==> src/rtl/alu_pkg.sv <==
// rtl/alu_pkg.sv - opcodes, flag bit positions and FSM states for alu_seq
package alu_pkg;

    localparam logic [7:0] OP_ADD       = 8'h01;
    localparam logic [7:0] OP_SUB       = 8'h02;
    localparam logic [7:0] OP_AND       = 8'h03;
    localparam logic [7:0] OP_OR        = 8'h04;
    localparam logic [7:0] OP_XOR       = 8'h05;
    localparam logic [7:0] OP_NOT_A     = 8'h06;
    localparam logic [7:0] OP_SHL_A     = 8'h07;
    localparam logic [7:0] OP_SHR_A     = 8'h08;
    localparam logic [7:0] OP_NOT_B     = 8'h09;
    localparam logic [7:0] OP_SHL_B     = 8'h0A;
    localparam logic [7:0] OP_SHR_B     = 8'h0B;
    localparam logic [7:0] OP_ASL_A     = 8'h0C;
    localparam logic [7:0] OP_ASR_A     = 8'h0D;
    localparam logic [7:0] OP_ASL_B     = 8'h0E;
    localparam logic [7:0] OP_ASR_B     = 8'h0F;
    localparam logic [7:0] OP_ONE       = 8'h10;
    localparam logic [7:0] OP_MINUS_ONE = 8'h11;
    localparam logic [7:0] OP_MUL       = 8'h12;

    localparam int FLAG_CARRY = 0;
    localparam int FLAG_NEG   = 1;
    localparam int FLAG_ZERO  = 2;
    localparam int FLAG_OVF   = 3;

    typedef enum logic [1:0] {
        ST_IDLE = 2'd0,
        ST_EXEC = 2'd1,
        ST_DONE = 2'd2
    } state_e;

endpackage

==> src/rtl/alu_mul_iter.sv <==
// rtl/alu_mul_iter.sv - WIDTH-step signed shift-add multiplier (sign-magnitude)
module alu_mul_iter #(
    parameter int WIDTH = 16
) (
    input  logic                 clk,
    input  logic                 rst_n,
    input  logic                 start_i,
    input  logic [WIDTH-1:0]     a_i,
    input  logic [WIDTH-1:0]     b_i,
    output logic                 done_o,
    output logic [2*WIDTH-1:0]   product_o
);

    localparam int CW = $clog2(WIDTH);
    localparam logic [CW-1:0] LAST_STEP = CW'(WIDTH - 1);

    logic [2*WIDTH-1:0] mcand_q;
    logic [2*WIDTH-1:0] acc_q;
    logic [2*WIDTH-1:0] acc_d;
    logic [WIDTH-1:0]   mplier_q;
    logic [CW-1:0]      cnt_q;
    logic               busy_q;
    logic               neg_q;
    logic [WIDTH-1:0]   mag_a;
    logic [WIDTH-1:0]   mag_b;

    // Operand magnitudes; the most negative value maps onto its unsigned magnitude.
    always_comb begin
        mag_a = a_i[WIDTH-1] ? (~a_i + WIDTH'(1)) : a_i;
        mag_b = b_i[WIDTH-1] ? (~b_i + WIDTH'(1)) : b_i;
    end

    // One partial-product step; the final step is exposed directly so the
    // caller can register the product on the same edge the step completes.
    always_comb begin
        acc_d     = acc_q + (mplier_q[0] ? mcand_q : '0);
        done_o    = busy_q && (cnt_q == LAST_STEP);
        product_o = neg_q ? (~acc_d + (2*WIDTH)'(1)) : acc_d;
    end

    // Load operands on start, then shift-add once per cycle until done.
    always_ff @(posedge clk or negedge rst_n) begin
        if (!rst_n) begin
            mcand_q  <= '0;
            acc_q    <= '0;
            mplier_q <= '0;
            cnt_q    <= '0;
            busy_q   <= 1'b0;
            neg_q    <= 1'b0;
        end else if (start_i) begin
            mcand_q  <= {{WIDTH{1'b0}}, mag_a};
            acc_q    <= '0;
            mplier_q <= mag_b;
            cnt_q    <= '0;
            busy_q   <= 1'b1;
            neg_q    <= a_i[WIDTH-1] ^ b_i[WIDTH-1];
        end else if (busy_q) begin
            acc_q    <= acc_d;
            mcand_q  <= {mcand_q[2*WIDTH-2:0], 1'b0};
            mplier_q <= {1'b0, mplier_q[WIDTH-1:1]};
            cnt_q    <= cnt_q + CW'(1);
            if (done_o) begin
                busy_q <= 1'b0;
            end
        end
    end

endmodule

==> src/rtl/alu_seq.sv <==
// rtl/alu_seq.sv - handshaked registered ALU; ALU_SEQ_MUL_EN adds iterative MUL
module alu_seq
    import alu_pkg::*;
#(
    parameter int WIDTH = 16
) (
    input  logic             clk,
    input  logic             rst_n,
    input  logic             in_valid,
    output logic             in_ready,
    input  logic [7:0]       opcode,
    input  logic [WIDTH-1:0] a,
    input  logic [WIDTH-1:0] b,
    output logic             out_valid,
    input  logic             out_ready,
    output logic [WIDTH-1:0] result,
    output logic [3:0]       flags
);

    state_e           state_q, state_d;
    logic [WIDTH-1:0] result_q, result_d;
    logic [3:0]       flags_q, flags_d;

    logic [WIDTH:0]   add_full;
    logic [WIDTH-1:0] sub_res;
    logic [WIDTH-1:0] op_res;
    logic             op_carry;
    logic             op_ovf;
    logic [3:0]       op_flags;
    logic             accept;
    logic             is_mul;
    logic             mul_done;
    logic [WIDTH-1:0] mul_res;
    logic [3:0]       mul_flags;

`ifdef ALU_SEQ_MUL_EN
    logic [2*WIDTH-1:0] mul_prod;
    logic               mul_ovf;

    assign is_mul = (opcode == OP_MUL);

    alu_mul_iter #(.WIDTH(WIDTH)) u_mul (
        .clk       (clk),
        .rst_n     (rst_n),
        .start_i   (accept && is_mul),
        .a_i       (a),
        .b_i       (b),
        .done_o    (mul_done),
        .product_o (mul_prod)
    );

    // Product fits in WIDTH signed bits only if its top WIDTH+1 bits agree.
    always_comb begin
        mul_res   = mul_prod[WIDTH-1:0];
        mul_ovf   = !((&mul_prod[2*WIDTH-1:WIDTH-1]) || (~|mul_prod[2*WIDTH-1:WIDTH-1]));
        mul_flags = '0;
        mul_flags[FLAG_OVF]  = mul_ovf;
        mul_flags[FLAG_ZERO] = (mul_res == '0);
        mul_flags[FLAG_NEG]  = mul_res[WIDTH-1];
    end
`else
    assign is_mul    = 1'b0;
    assign mul_done  = 1'b0;
    assign mul_res   = '0;
    assign mul_flags = '0;
`endif

    assign in_ready  = rst_n && (state_q == ST_IDLE);
    assign accept    = in_valid && in_ready;
    assign out_valid = (state_q == ST_DONE);
    assign result    = result_q;
    assign flags     = flags_q;

    // Single-cycle operation decode with carry/overflow for ADD and SUB.
    always_comb begin
        op_res   = '0;
        op_carry = 1'b0;
        op_ovf   = 1'b0;
        add_full = {1'b0, a} + {1'b0, b};
        sub_res  = a - b;
        case (opcode)
            OP_ADD: begin
                op_res   = add_full[WIDTH-1:0];
                op_carry = add_full[WIDTH];
                op_ovf   = (a[WIDTH-1] == b[WIDTH-1]) && (op_res[WIDTH-1] != a[WIDTH-1]);
            end
            OP_SUB: begin
                op_res   = sub_res;
                op_carry = (a < b);
                op_ovf   = (a[WIDTH-1] != b[WIDTH-1]) && (op_res[WIDTH-1] != a[WIDTH-1]);
            end
            OP_AND:             op_res = a & b;
            OP_OR:              op_res = a | b;
            OP_XOR:             op_res = a ^ b;
            OP_NOT_A:           op_res = ~a;
            OP_SHL_A, OP_ASL_A: op_res = {a[WIDTH-2:0], 1'b0};
            OP_SHR_A:           op_res = {1'b0, a[WIDTH-1:1]};
            OP_ASR_A:           op_res = {a[WIDTH-1], a[WIDTH-1:1]};
            OP_NOT_B:           op_res = ~b;
            OP_SHL_B, OP_ASL_B: op_res = {b[WIDTH-2:0], 1'b0};
            OP_SHR_B:           op_res = {1'b0, b[WIDTH-1:1]};
            OP_ASR_B:           op_res = {b[WIDTH-1], b[WIDTH-1:1]};
            OP_ONE:             op_res = WIDTH'(1);
            OP_MINUS_ONE:       op_res = '1;
            default:            op_res = '0;
        endcase
        op_flags = '0;
        op_flags[FLAG_CARRY] = op_carry;
        op_flags[FLAG_NEG]   = op_res[WIDTH-1];
        op_flags[FLAG_ZERO]  = (op_res == '0);
        op_flags[FLAG_OVF]   = op_ovf;
    end

    // Next state and output-register load: capture on accept or MUL completion.
    always_comb begin
        state_d  = state_q;
        result_d = result_q;
        flags_d  = flags_q;
        case (state_q)
            ST_IDLE: begin
                if (accept) begin
                    if (is_mul) begin
                        state_d = ST_EXEC;
                    end else begin
                        state_d  = ST_DONE;
                        result_d = op_res;
                        flags_d  = op_flags;
                    end
                end
            end
            ST_EXEC: begin
                if (mul_done) begin
                    state_d  = ST_DONE;
                    result_d = mul_res;
                    flags_d  = mul_flags;
                end
            end
            ST_DONE: begin
                if (out_ready) begin
                    state_d = ST_IDLE;
                end
            end
            default: state_d = ST_IDLE;
        endcase
    end

    // State and held result/flags registers.
    always_ff @(posedge clk or negedge rst_n) begin
        if (!rst_n) begin
            state_q  <= ST_IDLE;
            result_q <= '0;
            flags_q  <= '0;
        end else begin
            state_q  <= state_d;
            result_q <= result_d;
            flags_q  <= flags_d;
        end
    end

endmodule

==> config.mk <==
export PLATFORM = sky130hd
export DESIGN_NAME = alu_seq
export DESIGN_NICKNAME = d
export VERILOG_FILES = /design/src/rtl/alu_pkg.sv /design/src/rtl/alu_mul_iter.sv /design/src/rtl/alu_seq.sv
export SDC_FILE = /design/constraint.sdc
export NUM_CORES = 1
export LEC_CHECK = 0
export ABC_AREA = 1
export BUFFER_PORTS_ARGS = -buffer_cell sky130_fd_sc_hd__buf_4
export CAP_MARGIN = 20
export CORE_AREA = 2 2 129 131
export DETAILED_ROUTE_END_ITERATION = 7
export DIE_AREA = 0 0 131 133
export SYNTH_ARGS = -nofsm -noshare
export SYNTH_HDL_FRONTEND = slang
export SYNTH_SLANG_ARGS = --single-unit
==> constraint.sdc <==
create_clock -name clk -period 1.5 [get_ports clk]
set_clock_uncertainty 0.05 [all_clocks]
set_input_delay 0.075 -clock clk [delete_from_list [all_inputs] [get_ports clk]]
set_output_delay 0.075 -clock clk [all_outputs]
set_load 0.01 [all_outputs]
## After elaboration in Yosys (flattened, before gate mapping)

Index checks and enable logic that the tools add are counted.

- Register bits after elaboration: 22
- Logic and storage cells: 53
- Input port bits: 44
- Output and inout port bits: 22

- Reduce and logical (&&, ||, !) cells: 10
- Equal/unequal tests: 25
- Order comparisons: 1
- Multiplexer cells: 6
- Bitwise logic cells: 6
- Add/sub/neg operators: 2

Operators with widths:

| operator | number |
|---|---|
| 16-bit case mux with 15 select lines | 1 |
| 8-bit by 4-bit equality test with 1-bit output (second input constant) | 8 |
| 8-bit by 3-bit equality test with 1-bit output (second input constant) | 4 |
| 16-bit inverter | 2 |
| 16-bit by 16-bit adder with 17-bit output | 1 |
| 16-bit bitwise AND | 1 |
| 8-bit by 2-bit equality test with 1-bit output (second input constant) | 2 |
| 8-bit by 5-bit equality test with 1-bit output (second input constant) | 2 |
| 16-bit zero test | 1 |
| 16-bit < comparator | 1 |
| 16-bit bitwise OR | 1 |
| 16-bit subtractor | 1 |
| 16-bit bitwise XOR | 1 |
| 8-bit by 1-bit equality test with 1-bit output (second input constant) | 1 |
| 2-bit case mux with 3 select lines | 1 |
| 1-bit logical AND | 4 |
| 2-bit two-way mux | 2 |
| 1-bit case mux with 2 select lines | 2 |
| 2-bit OR reduction | 2 |
| 1-bit inequality test | 3 |
| 3-bit AND reduction | 1 |
| 2-bit by 1-bit equality test with 1-bit output (second input constant) | 1 |
| 2-bit equality test (second input constant) | 1 |
| 2-bit zero test | 1 |
| other kinds (5) | 5 |

## Longest topological paths before layout

- Depth after elaboration: 5
- Mapped depth: 17
- Gate-level depth less buffers: 16

## Worst setup path before layout

Ideal clock, no wire load.

- Path type: input port to flip-flop
- Start point: input port a[0]
- End point: register flags_q[2], in the netlist flags[2]
- Required time: 1.372 ns
- Stages on the path: 16
- Setup time: 0.078 ns
- Arrival time: 1.624 ns
- Path slack: -0.252 ns
- Path buffers: 0
- Cell sequence: inv_1 > ha_1 > fa_1 > inv_1 > nand2_1 > nand2_1 > nand3_1 > nand2_1 > nand2_1 > nand3_1 > nand3_1 > nor2_1 > nand2_1 > nor2_1 > nand3_1 > o21bai_1

- Longest elaborated chain between the ends: 3
- Elaborated cells on any way between the ends: 8
- Those cells by class: 2 x add/sub; 1 x mux; 4 x bitwise; 1 x reduce/logical

Ends and longest elaborated chain:

| item | RTL line | text |
|---|---|---|
| from (decl) | alu_seq.sv:12 | `input logic [WIDTH-1:0] a,` |
| 16-bit subtractor, or another cell as far along | alu_seq.sv:80 | `sub_res = a - b;` |
| 16-bit case mux with 15 select lines (*) | alu_seq.sv:81 | `case (opcode)` |
| 16-bit zero test (*) | alu_seq.sv:110 | `op_flags[FLAG_ZERO] = (op_res == '0);` |
| to (signal assigned) | alu_seq.sv:156 | `flags_q <= flags_d;` |
| to (decl) | alu_seq.sv:22 | `logic [3:0] flags_q, flags_d;` |

Mark *: on every way between the ends. The rest lies on a longest branch, timed or not.
A chain may end at the register's enable or synchronous reset.

## Worst setup path in the final report

- Start point: input port a[1]
- End point: register flags_q[2], in the netlist flags[2]

The elaborated chain is that of the path after synthesis.

==> summary.txt <==
Synthesis
  • Yosys top cell area share: a little over a fifth
  • Synth Flop Type: dfrtp_1
  • Synthesis warning total: 0
  • Most common cell in the synthesized netlist: nand2_1
  • Post-synthesis cell type count: 32
  • Syn_nets: a little under 1000
  • Top cells by count, synth: 275 x nand2_1, 122 x nor2_1, 120 x nand3_1
  • Async S/R FF share, synth: 100%
  • Cell Area, Synth: 4700 µm²
  • Largest area contributor in the netlist: nand2_1
  • Syn Inst Count: 876
  • Synth area leaders: nand2_1 22%, ha_1 13%, nand3_1 13%
  • Post-synth EDFFs: 0
  • Seq/Total Area, Yosys: 10.6%
  • Synth Area per Inst: about 5.4 µm²
  • Number of synthesized register bits: 20

STA
  • Max-slew headroom: between 70% and 80%
  • Final Max Slew Viols: 0
  • Setup TNS: -2.00 ns
  • RSZ-0062 raised after global routing: true
  • Worst Slack Setup Final: -0.336 ns
  • Max frequency: approximately 0.54 GHz
  • Hold WS: between 0.2 and 0.3 ns
  • Final setup fails: 16
  • Final worst-path cycle share: 122%
  • Worst slew pin tran: about 0.36 ns
  • Tmin final: about 1.8 ns
  • Final hold vios: 0

Critical path
  • Worst path max stage delay: 0.44 ns
  • Worst path slowest cell: fa_2
  • Crit path DAT: a little under 2 ns
  • CP endpoint kind: register
  • Crit path max fanout: 4
  • Setup CP Type: in2reg
  • CP startpoint kind: primary input
  • CP required: ~1.6 ns
  • Cell-by-cell trace of the critical path: buf_8, clkinvlp_4, fa_2, buf_6, xor2_1, o21ai_1, nor2_1, nand3_2, nor2_2, nand2_1, nor2_2, nand3_1, o21bai_1
  • Worst Path Buf+Inv: 3
  • Kind of cell adding the most delay to the critical path: simple AND/OR/NAND/NOR gates
  • Reg2Reg Setup Slack: -0.19 ns
  • Top cell by count, worst path: nor2_2

Place
  • Dpl cells: 1351
  • Routability congestion estimate: just under 1
  • I/O Buffers: 65
  • Place WS: -0.807 ns
  • Post-DP HPWL: between 15000 and 20000 µm

Finish
  • Fin cells: 1384
  • Fin util: 53.1%
  • Register Area: around 500 µm²
  • Area growth syn-to-layout: 82.4%
  • Share of cells above drive strength 1: a little under half
  • Fill cells: around 1500
  • Fin nets: about 1300
  • Multi-input gate area: 4630 µm²
  • ANT cells: 0

Detailed routing
  • Drt drc: 0
  • Via Count: roughly 7000
  • ANT nets after route: 0
  • Total Wirelength: 21800 µm
  • Detailed Route Iter0 Violations: 573
  • Via density: around 5
  • Wire per inst: between 15 and 20 µm
  • DR pass1 iterations: 6

Status
  • Status: complete, but fails checks
  • Failing checks: setup timing

Power
  • Power Internal: about 2.2 mW
  • Leakage: about 4.5 nW
  • Clock network power share: 19.7%
  • Maximum vdd drop: roughly 0.41 mV
  • Combinational power share: between 60 and 70%
  • Net Sw Frac: around two fifths
  • Cell Pwr Density: 432 nW/µm²
  • Net Sw Power: between 1 and 1.5 mW
  • Seq pwr share: between 10% and 20%

Clock tree
  • Root Driver: clkbuf_16
  • Clock sink count: 20
  • Total CTS buffers: 3
  • CTS H-tree depth: 1
  • Clock Tree Buf Depth: 2
  • Skew-Pair Late Insertion Delay: approximately 0.25 ns
  • TritonCTS clock tree: yes
  • Clock Pin Slew Worst Setup and Hold Paths: about 0.06 ns

GRT
  • Initial antenna violation count: 0
  • Vias in the first global route: 6748
  • Overall routing resource usage: 24.8%
  • Largest net degree at the start of global routing: 24
  • Global-route wire length before repair: about 34000 µm
  • Total gr overflow: 0

Floorplan
  • Starting Density: between 20 and 30%
  • Num ports: 66
  • Row cnt: 47
  • Die area: roughly 17000 µm²
  • Chip width: 131 µm
  • Core box area: roughly 16000 µm²
  • Die Y: about 130 µm

Run
  • Max Cap Viol: 0

Hold path
  • Hold Path Class: in2async
-- final timing paths --
kind	from	to	cells after the start
max	a[1]	flags[2]	13
min	rst_n	result[7]	3
max reg2reg	state_q[1]	flags[2]	9
min reg2reg	result[2]	result[2]	2
max in group asynchronous	rst_n	result[0]	3
min in group clk	in_valid	state_q[1]	4
-- registers in the layout, indices dropped and copies added (netlist names) --
name	count
result	15
flags	4
state_q	1
-- logic make-up after synthesis --
group	after synthesis	synth area share, %
adders and majority gates	52	14.1
AOI/OAI and AO/OA	88	10.2
and+or+nand+nor	565	51.5
xor gates and xnor gates	2	0.372
buffers and inverters	149	13.2
DFF	20	10.6
-- cell type report --
type                       instances  share of cell area [%]
timing repair buffer             310                    29.9
multi-input combinational        707                    54.0
clock inverter                     1                   0.350
sequential                        20                    5.83
inverter                         123                    5.89
tap                              220                    3.21
clock buffer                       3                   0.875
-- metal layers --
layer  vias to the layer above  part of all wire (%)  global-route usage [%]
met5                         -                     0                       0
met4                         0                   4.5                    9.04
met3                        60                   8.1                    2.51
met2                       338                    47                    41.4
met1                      3149                    41                    32.8
li1                       3355                     -                       -
-- per-stage QoR --
stage / area, µm² / power, mW
2_1_floorplan: 4880 / 1.48
3_3_place_gp: 7110 / 2.42
3_5_place_dp: 7110 / 2.43
4_1_cts: 8100 / 3.50
5_1_grt: 8580 / 3.93
6_report: 8580 / 3.71
-- cell usage in the layout (no fill, tap or decap), drive strengths merged, types with 3 or more instances in the layout --
cell type	instances
a21oi	27
buf	308
clkbuf	3
dfrtp	20
ha	50
inv	122
nand2	285
nand3	120
nand3b	13
nand4	8
nor2	128
nor3	8
o211ai	7
o21ai	45
o21bai	4
-- repair_timing --
item	CTS	global route
buffers inserted	20	10
gates resized for setup	204	110
setup endpoints to repair	18	19
endpoints found under the hold margin	21	0
hold buffers	2	0
pin swaps	61	49
-- worst register-to-register path, stage by stage (launching register included) --
cell and delay, ns:
dfrtp_1 0.37, nor2_1 0.14, nand2_1 0.11, inv_2 0.14, nand3_1 0.20, nor2_2 0.14
nand2_1 0.09, nor2_2 0.15, nand3_1 0.09, o21bai_1 0.14
-- power by group through the flow --
stage,clock [mW],sequential (mW),combinational (mW)
after floorplan,0,0.642,0.834
after global placement,0,0.623,1.79
after detailed placement,0,0.622,1.80
after CTS,0.743,0.614,2.14
after global routing,0.773,0.619,2.54
final,0.730,0.615,2.36
Note: power is estimated with default switching activity, not from simulation.
